$ cat src/rtl/led_seq_pkg.sv
// led_seq_pkg: opcode constants, decode classes and sequencer states for the LED stack processor
package led_seq_pkg;

    localparam logic [7:0] OP_NOP        = 8'h00;
    localparam logic [7:0] OP_WAIT       = 8'h01;
    localparam logic [7:0] OP_OFF        = 8'h02;
    localparam logic [7:0] OP_ON         = 8'h03;
    localparam logic [7:0] OP_TOGGLE     = 8'h04;
    localparam logic [7:0] OP_HALT       = 8'h05;
    localparam logic [7:0] OP_WAITN_MASK = 8'hC0;
    localparam logic [7:0] OP_WAITN_VAL  = 8'h40;
    localparam logic [7:0] OP_JUMP_MASK  = 8'h80;

    typedef enum logic [1:0] {RUN, WAIT, HALT} seq_state_t;

    typedef enum logic [2:0] {
        CL_NOP,
        CL_OFF,
        CL_ON,
        CL_TOGGLE,
        CL_HALT,
        CL_WAITN,
        CL_JUMP
    } instr_class_t;

endpackage

$ cat src/rtl/led_seq_decode.sv
// led_seq_decode: combinational instruction byte decoder, shared with the disassembler/monitor
module led_seq_decode
    import led_seq_pkg::*;
#(
    parameter int ADDR_W = 2
) (
    input  logic [7:0]        instr,
    output instr_class_t      cls,
    output logic [5:0]        wait_len,
    output logic [ADDR_W-1:0] jump_tgt
);

    assign wait_len = instr[5:0];
    assign jump_tgt = instr[ADDR_W-1:0];

    // JUMP owns the whole top half of the opcode space; undefined bytes fall through to NOP
    always_comb begin
        cls = (instr & OP_JUMP_MASK) != 8'h00               ? CL_JUMP   :
              (instr & OP_WAITN_MASK) == OP_WAITN_VAL       ? CL_WAITN  :
              (instr == OP_NOP || instr == OP_WAIT)         ? CL_NOP    :
              instr == OP_OFF                               ? CL_OFF    :
              instr == OP_ON                                ? CL_ON     :
              instr == OP_TOGGLE                            ? CL_TOGGLE :
              instr == OP_HALT                              ? CL_HALT   : CL_NOP;
    end

endmodule

$ cat src/rtl/led_sequencer.sv
// led_sequencer: tick-gated fetch/execute stage stepping a PC through the packed program and driving the LED
module led_sequencer
    import led_seq_pkg::*;
#(
    parameter int NUM_INSTR = 4,
    parameter int ADDR_W    = $clog2(NUM_INSTR)
) (
    input  logic                   CLK,
    input  logic                   RST_N,
    input  logic                   TICK,
    input  logic [8*NUM_INSTR-1:0] PROGRAM,
    output logic                   LED,
    output logic [ADDR_W-1:0]      PC,
    output logic                   BUSY,
    output logic                   HALTED,
    output logic                   RETIRE
);

    localparam logic [ADDR_W-1:0] PC_ONE = 1;

    seq_state_t        state_q, state_d;
    logic [ADDR_W-1:0] pc_q, pc_d;
    logic              led_q, led_d;
    logic [5:0]        cnt_q, cnt_d;
    logic              retire_q, retire_d;
    logic [7:0]        instr;
    instr_class_t      cls;
    logic [5:0]        wait_len;
    logic [ADDR_W-1:0] jump_tgt;

    assign instr = PROGRAM[{pc_q, 3'b000} +: 8];

    led_seq_decode #(.ADDR_W(ADDR_W)) u_decode (
        .instr    (instr),
        .cls      (cls),
        .wait_len (wait_len),
        .jump_tgt (jump_tgt)
    );

    // Next state: nothing moves without TICK; PC wraps naturally since NUM_INSTR is a power of two
    always_comb begin
        state_d  = state_q;
        pc_d     = pc_q;
        led_d    = led_q;
        cnt_d    = cnt_q;
        retire_d = 1'b0;
        if (TICK) begin
            case (state_q)
                RUN: begin
                    pc_d     = pc_q + PC_ONE;
                    retire_d = 1'b1;
                    case (cls)
                        CL_OFF:    led_d = 1'b0;
                        CL_ON:     led_d = 1'b1;
                        CL_TOGGLE: led_d = ~led_q;
                        CL_HALT: begin
                            state_d = HALT;
                            pc_d    = pc_q;
                        end
                        CL_WAITN: begin
                            if (wait_len > 6'd1) begin
                                state_d  = WAIT;
                                cnt_d    = wait_len - 6'd1;
                                retire_d = 1'b0;
                            end
                        end
                        CL_JUMP:   pc_d = jump_tgt;
                        default:   ;
                    endcase
                end
                WAIT: begin
                    cnt_d = cnt_q - 6'd1;
                    if (cnt_q == 6'd1) begin
                        state_d  = RUN;
                        retire_d = 1'b1;
                    end
                end
                default: ;
            endcase
        end
    end

    // State register; reset abandons any wait and restarts at instruction 0
    always_ff @(posedge CLK or negedge RST_N) begin
        if (!RST_N) begin
            state_q  <= RUN;
            pc_q     <= '0;
            led_q    <= 1'b0;
            cnt_q    <= '0;
            retire_q <= 1'b0;
        end else begin
            state_q  <= state_d;
            pc_q     <= pc_d;
            led_q    <= led_d;
            cnt_q    <= cnt_d;
            retire_q <= retire_d;
        end
    end

    assign LED    = led_q;
    assign PC     = pc_q;
    assign BUSY   = state_q == WAIT;
    assign HALTED = state_q == HALT;
    assign RETIRE = retire_q;

endmodule

$ cat config.mk
export PLATFORM = sky130hd
export DESIGN_NAME = led_sequencer
export DESIGN_NICKNAME = d
export VERILOG_FILES = /design/src/rtl/led_seq_pkg.sv /design/src/rtl/led_seq_decode.sv /design/src/rtl/led_sequencer.sv
export SDC_FILE = /design/constraint.sdc
export NUM_CORES = 1
export LEC_CHECK = 0
export BUFFER_PORTS_ARGS = -buffer_cell sky130_fd_sc_hd__buf_2
export CELL_PAD_IN_SITES_DETAIL_PLACEMENT = 1
export CELL_PAD_IN_SITES_GLOBAL_PLACEMENT = 2
export CORE_MARGIN = 3
export CORE_UTILIZATION = 26
export DETAILED_ROUTE_END_ITERATION = 7
export GPL_TIMING_DRIVEN = 1
export PLACE_DENSITY_LB_ADDON = 0.1
export SETUP_SLACK_MARGIN = 0.1
export SYNTH_ARGS = -nofsm -noshare
export SYNTH_HDL_FRONTEND = slang
export SYNTH_HIERARCHICAL = 1
export SYNTH_SLANG_ARGS = --single-unit
$ cat constraint.sdc
create_clock -name CLK -period 2.65 [get_ports CLK]
set_input_delay 0.53 -clock CLK [delete_from_list [all_inputs] [get_ports CLK]]
set_output_delay 0.53 -clock CLK [all_outputs]
set_load 0.005 [all_outputs]
; Word-level counts from Yosys, hierarchy flattened
; Index checks and enable logic that the tools add are counted.
[word_totals]
out_inout_bits = 6
word_cells = 62
inputBits = 35
register_bits = 12
[op_classes]
reduce_logical = 9
magnitude_cmp = 1
eq_ne = 20
bitwise_logic = 2
addsub = 3
shifts = 1
muxes = 21
[ops]
columns = cell, count
row1 = 32-bit by 6-bit variable part select with 8-bit output, 1
row2 = 3-bit 2-to-1 mux, 7
row3 = "8-bit by 2-bit == test with 1-bit output, second input constant", 2
row4 = "8-bit by 3-bit == test with 1-bit output, second input constant", 2
row5 = 6-bit 2-to-1 mux, 2
row6 = 2-bit case mux with 2 select lines, 3
row7 = 6-bit case mux with 2 select lines, 1
row8 = "6-bit by 1-bit subtractor with 6-bit output, second input constant", 2
row9 = "3-bit == test, second input constant", 3
row10 = "8-bit by 1-bit == test with 1-bit output, second input constant", 1
row11 = 8-bit zero test, 1
row12 = "3-bit by 2-bit == test with 1-bit output, second input constant", 2
row13 = "6-bit by 1-bit == test with 1-bit output, second input constant", 1
row14 = "6-bit by 1-bit > comparator with 1-bit output, second input constant", 1
row15 = 3-bit AND reduction, 2
row16 = 5-bit AND reduction, 1
row17 = "2-bit by 1-bit == test with 1-bit output, second input constant", 2
row18 = 1-bit 2-to-1 mux, 4
row19 = 2-bit 2-to-1 mux, 2
row20 = "2-bit inequality test, second input constant", 2
row21 = 4-bit AND reduction, 1
row22 = "3-bit by 1-bit == test with 1-bit output, second input constant", 1
row23 = "3-bit by 2-bit inequality test with 1-bit output, second input constant", 1
row24 = "3-bit inequality test, second input constant", 1
row25 = 10 further kinds, 11

; Logic depth before layout (Yosys ltp)
[logic_depth]
word_depth = 13
mapped_depth = 9
depth_no_buf = 8

; Cells and area by module
; The synthesis kept the hierarchy.
[by_module_without_submodules]
columns = mod, cells_each, n_inst, seq_area_each_um2, area_each_um2
row1 = led_sequencer, 108, 1, 300.3, 1034.7
row2 = led_seq_decode, 21, 1, 0.0, 143.9

; Worst setup path after synthesis
; Ideal clock, no wire load.
[synth_path]
path_kind = register to register
from = reg pc_q[0], in the netlist PC[0]
to = reg cnt_q[5]
slack_ns = 0.024
path_stages_with_launch = 10
required_time_ns = 2.555
arrival_time_ns = 2.531
period_less_slack_ns = 2.626
path_buffers = 1
path_cell_list = dfrtp_1 -> buf_2 -> mux4_2 -> nand2b_1 -> o22ai_1 -> a31o_1 -> and3b_1 -> o32ai_4 -> or2b_4 -> o31ai_1
[synth_via]
elab_cells_between_ends = 25
[synth_lines]
columns = item, line
row1 = from (decl), led_sequencer.sv:22  ; logic [ADDR_W-1:0] pc_q, pc_d;
row2 = from (signal assigned), led_sequencer.sv:93  ; pc_q <= pc_d;
row3 = 32-bit by 6-bit variable part select with 8-bit output *, led_sequencer.sv:31  ; assign instr = PROGRAM[{pc_q, 3'b000} +: 8];
row4 = net instr[2], led_sequencer.sv:26  ; logic [7:0] instr;
row5 = 8-bit by 3-bit == test with 1-bit output, led_seq_decode.sv:23  ; instr == OP_TOGGLE ? CL_TOGGLE :
row6 = 3-bit 2-to-1 mux, led_seq_decode.sv:23
row7 = 3-bit 2-to-1 mux, led_seq_decode.sv:22  ; instr == OP_ON ? CL_ON :
row8 = 3-bit 2-to-1 mux, led_seq_decode.sv:21  ; instr == OP_OFF ? CL_OFF :
row9 = 3-bit 2-to-1 mux *, led_seq_decode.sv:20  ; (instr == OP_NOP || instr == OP_WAIT) ? CL_NOP :
row10 = 3-bit 2-to-1 mux *, led_seq_decode.sv:19  ; (instr & OP_WAITN_MASK) == OP_WAITN_VAL ? CL_WAITN :
row11 = 3-bit 2-to-1 mux *, led_seq_decode.sv:18  ; cls = (instr & OP_JUMP_MASK) != 8'h00 ? CL_JUMP :
row12 = net cls[1], led_sequencer.sv:27  ; instr_class_t cls;
row13 = 3-bit == test *, led_sequencer.sv:52  ; case (cls)
row14 = 2-bit inequality test (no source line) *, --
row15 = 4-bit AND reduction (no source line) *, --
row16 = to (signal assigned), led_sequencer.sv:95  ; cnt_q <= cnt_d;
row17 = to (decl), led_sequencer.sv:24  ; logic [5:0] cnt_q, cnt_d;
; Mark *: on every way through the listed nets, which the timed path passes. The rest lies on a longest branch. The select of a mux whose other input is x is not followed.
; A chain may end at the register's enable or synchronous reset.

; Worst setup path in the final report
[layout_path]
from = reg pc_q[0], in the netlist PC[0]
to = reg cnt_q[5]
[layout_via]
elab_chain_cells = 12
elab_cells_between_ends = 25
[layout_lines]
columns = item, line
row1 = 32-bit by 6-bit variable part select with 8-bit output *, led_sequencer.sv:31
row2 = net instr[4], led_sequencer.sv:26
row3 = 8-bit by 3-bit == test with 1-bit output, led_seq_decode.sv:24  ; instr == OP_HALT ? CL_HALT : CL_NOP;
row4 = 3-bit 2-to-1 mux, led_seq_decode.sv:24
row5 = 3-bit 2-to-1 mux, led_seq_decode.sv:23
row6 = 3-bit 2-to-1 mux, led_seq_decode.sv:22
row7 = 3-bit 2-to-1 mux, led_seq_decode.sv:21
row8 = 3-bit 2-to-1 mux, led_seq_decode.sv:20
row9 = 3-bit 2-to-1 mux, led_seq_decode.sv:19
row10 = 3-bit 2-to-1 mux, led_seq_decode.sv:18
row11 = 3-bit == test, led_sequencer.sv:52
row12 = 2-bit inequality test (no source line), --
row13 = 4-bit AND reduction (no source line), --
; Marks and branches as above.

==> results.md <==
- The final routed wire length divided by cell count is 16.7 µm.
- The overall overflow remaining after global route is 0.
- Setup repair after global routing could not meet its margin everywhere.
- The final critical-path required period is 2.55 ns.
- The nature of the critical path endpoint is a register.
- The via count of the routed design is 1162.
- The most common cell after layout, fill and taps aside is sky130_fd_sc_hd__buf_2.
- IR analysis of the VDD net gives a maximum drop of 0.504 mV.
- The start-to-end type of the worst setup path is register to register.
- The post-synthesis sequential element count is 12.
- The power density over the cells is roughly 1200 nW/µm².
- In this run, CTS created clock tree buffers numbering 3.
- The flip-flop cell with the highest count after synthesis is sky130_fd_sc_hd__dfrtp_1.
- The number of hold violations in the final report is 0.
- Combinational logic is responsible for 71.3% of the overall power.
- Summed over all nets, the switching power comes to 0.901 mW.
- The highest metal layer used by the detailed router is met4.
- The maximum clock rate is 0.392 GHz.
- The routed design uses approximately 2.0 mm of met2 wire.
- The worst path uses 96.2% of the clock period.
- The utilization after layout is 38.6%.
- The non-filler instance count after layout is 227.
- The number of antenna violations at the first check in global routing was 0.
- The via count of the first global-routing pass came to 1287.
- The path class of the lowest-slack min-delay path is input port to asynchronous set/reset pin.
- Along the worst path, the maximum fanout reaches 7.
- The clock net sink count is 12.
- The wire length reported by the detailed router is 3.80 mm.
- The count of max-cap constraint violations is 0.
- The initial standard-cell utilization of the core is 28.2%.
- The register-to-register setup slack is 0.1 ns.
- The run finished with clean final reports.
- The number of input and output port buffers inserted is 40.
- The overall track demand over capacity in global routing is 15.2%.
- In this run the tightest slew margin relative to its limit is ~62%.
- The netlist uses 38 different library cells.
- No sink is reached through more buffers than the 2 on the longest clock path.
- For this block, wires on met1 add up to 1.63 mm.
- Of the total power, the share spent switching nets is 46.0%.
- The number of inserted filler cells in the final layout is 499.
- The pin slew with the least headroom to its limit is between 0.5 and 0.6 ns.
- Of the total power, the clock network draws 8.5%.
- TritonCTS built the clock tree.
- The fraction of final layout cells sized beyond drive strength 1 is 47.5%.
- The number of max-slew violations in the final report is 0.
- The number of enable-type register cells in the synthesized netlist is 0.
- In this run, placement finished with an instance count of 220.
- In this run the core area contains 23 standard-cell rows.
- The synthesized area is ~1200 µm².
- The library cells used most frequently in the layout, excluding fill and tap cells, are sky130_fd_sc_hd__buf_2, sky130_fd_sc_hd__buf_4, sky130_fd_sc_hd__dfrtp_1, sky130_fd_sc_hd__nor2_1, sky130_fd_sc_hd__inv_1.
- The sequential share of power is about a fifth.
- The first global-routing pass estimated 6.24 mm of wire.
- The number of buffers added to fix hold violations after cts is 0.
- In this design, the stage delay of the slowest critical-path cell is 0.54 ns.
- The root buffer cell is sky130_fd_sc_hd__clkbuf_8.
- For this design the static power due to leakage is approximately 0.7 nW.
- The synthesized instance count is 129.
- between 40 and 50 I/O pins were placed.
- The final antenna diode count is 0.
- The cell type of the slowest stage on the worst timing path is sky130_fd_sc_hd__mux4_2.
- For the worst-skew pair, the clock arrives at the later sink with an insertion delay of 0.24 ns.
- Routability-driven placement finished with a final weighted congestion of 0.821.
- The internal power of the cells is 1.06 mW.
- After detailed routing, the met3 layer carries 105 µm of wire.
- The total area inside the core boundary comes to 4170 µm².
- At the worst endpoint, the arrival time is around 2.7 ns.
- CTS built an H-tree with a depth of 1.
- The final net count is 218.
- The endpoint of the most critical register-to-register path is cnt_q[5]$_DFFE_PN0P_.
- The number of routed nets with antenna violations is 0.
- The worst register-to-register path has a depth of 7.
- The total iterations of the first detailed-routing run is 4.
- Entering global routing, the biggest net connects 13 pins.
- Clock skew on the completed layout was measured at slightly below 0.0008 ns.
- The floorplan step set the die height to between 70 and 80 µm.
- The sort of element at the start of the critical path is a register.
- The clock-pin slew on the worst setup and hold paths is about 0.050 ns.
- The signal on the critical path passes through buf_12 > mux4_2 > buf_4 > or3_4 > o31a_2 > nor3_1 > o31ai_4.
- The post-synthesis async set-or-reset flop share is 100%.
- After the first detailed-routing iteration, the DRC count stood at 54.
- STA puts the critical path data required time at 2.76 ns.
- The area enclosed by the die boundary is between 5000 and 6000 µm².
- The share of synthesized area occupied by flip-flops and latches is 25.5%.
- The floorplan die width is 73.3 µm.
- The HPWL after detailed placement is 2.93 mm.
- The final setup violation count is 0.
- The post-detailed-route via-to-cell ratio is 5.12.
- In the routed design, unresolved DRC markers number 0.
- Yosys printed 6 warnings.
- The layout overhead on the synthesized area is 36.7%.
- The startpoint identified for the worst register-to-register timing path is PC[0]$_DFFE_PN0P_.
- The average cell area after synthesis is around 9.1 µm².
- The number of nets in the synthesized netlist is 168.
[what timing repair did]
item                                    in CTS  in global routing
pin swaps                                    6                  9
setup buffers                                2                  2
gates resized for setup                      5                 13
endpoints found under the setup margin       3                 11
[layout make-up]
type | count | area [µm²] | area share, %
well taps | 50 | 62.6 | 3.88
multi-input cells | 95 | 830 | 51.5
inverters | 11 | 41.3 | 2.56
repair buffers | 56 | 337 | 20.9
clock buffers | 3 | 41.3 | 2.56
flip-flops and latches | 12 | 300 | 18.6
[worst max-delay path, delay by kind of cell, from the launching register on]
kind	cells	cell delay (ns)
DFF	1	0.40
and+or+nand+nor	2	0.77
AOI/OAI and AO/OA	2	0.40
buffers and inverters	2	0.32
muxes	1	0.54
[synth_stat cells (2+ instances only)]
cell | n | area share (%)
sky130_fd_sc_hd__o21ai_0 | 13 | 5.5
sky130_fd_sc_hd__dfrtp_1 | 12 | 25
sky130_fd_sc_hd__nor2_1 | 12 | 3.8
sky130_fd_sc_hd__inv_1 | 11 | 3.5
sky130_fd_sc_hd__a21oi_1 | 10 | 4.2
sky130_fd_sc_hd__buf_4 | 8 | 5.1
sky130_fd_sc_hd__mux4_2 | 8 | 15
sky130_fd_sc_hd__nor3_1 | 5 | 2.1
sky130_fd_sc_hd__ha_1 | 4 | 4.2
sky130_fd_sc_hd__nand2b_1 | 4 | 2.1
sky130_fd_sc_hd__o31ai_1 | 4 | 2.5
sky130_fd_sc_hd__a31oi_1 | 3 | 1.6
sky130_fd_sc_hd__nor2b_1 | 3 | 1.6
sky130_fd_sc_hd__nor3b_1 | 3 | 1.9
sky130_fd_sc_hd__xor2_1 | 3 | 2.2
sky130_fd_sc_hd__clkbuf_1 | 2 | 0.64
sky130_fd_sc_hd__nand2_1 | 2 | 0.64
sky130_fd_sc_hd__nor4_1 | 2 | 1.1
[registers in the layout, summed over array words and instances, names as in the netlist]
| register | flops |
|---|---|
| cnt_q | 6 |
| PC | 2 |
| state_q | 2 |
| LED | 1 |
| RETIRE | 1 |
[kinds of logic (layout without fill, tap and decap cells)]
logic type      count (synthesis)  in the layout  synth area share (%)
buf+inv                        22             70                  9.66
xor+xnor                        4              4                  2.97
fa+ha+maj                       4              4                  4.25
mux                             8              8                  15.3
simple gates                   40             40                  20.5
compound gates                 39             39                  21.9
flops                          12             12                  25.5
[metrics by stage]
step	power (mW)	hold slack [ns]	TNS, ns	setup WS [ns]	cell area, µm²
after floorplan	1.26	0.234	0	0.130	1180
after global placement	1.59	0.445	0	0.0795	1470
after detailed placement	1.61	0.442	0	0.00231	1470
after CTS	1.86	0.182	0	0.0903	1550
after global routing	2.15	0.187	-0.0272	-0.0123	1610
final	1.96	0.173	0	0.100	1610
[per-layer routing]
metal,up-vias,global-route usage [%]
met2,15,26.9
met3,4,3.15
li1,568,-
met4,0,3.42
met5,-,0
met1,575,18.8
[power groups by stage]
stage | Combinational [mW] | Clock (mW) | Sequential, mW
3_3_place_gp | 1.20 | 0 | 0.391
5_1_grt | 1.56 | 0.181 | 0.415
4_1_cts | 1.30 | 0.173 | 0.396
2_1_floorplan | 0.916 | 0 | 0.344
6_report | 1.40 | 0.166 | 0.397
3_5_place_dp | 1.22 | 0 | 0.394
[worst max-delay path by stage]
stage	from	endpoint	slack [ns]
2_1_floorplan	PC[0]$_DFFE_PN0P_	cnt_q[5]$_DFFE_PN0P_	0.13
3_3_place_gp	PROGRAM[29]	cnt_q[5]$_DFFE_PN0P_	0.08
3_5_place_dp	PROGRAM[29]	cnt_q[5]$_DFFE_PN0P_	0.002
4_1_cts	PC[0]$_DFFE_PN0P_	cnt_q[5]$_DFFE_PN0P_	0.09
5_1_grt	PC[0]$_DFFE_PN0P_	cnt_q[4]$_DFFE_PN0P_	-0.01
6_report	PC[0]$_DFFE_PN0P_	cnt_q[5]$_DFFE_PN0P_	0.1
Note: power is estimated with default switching activity, not from simulation.
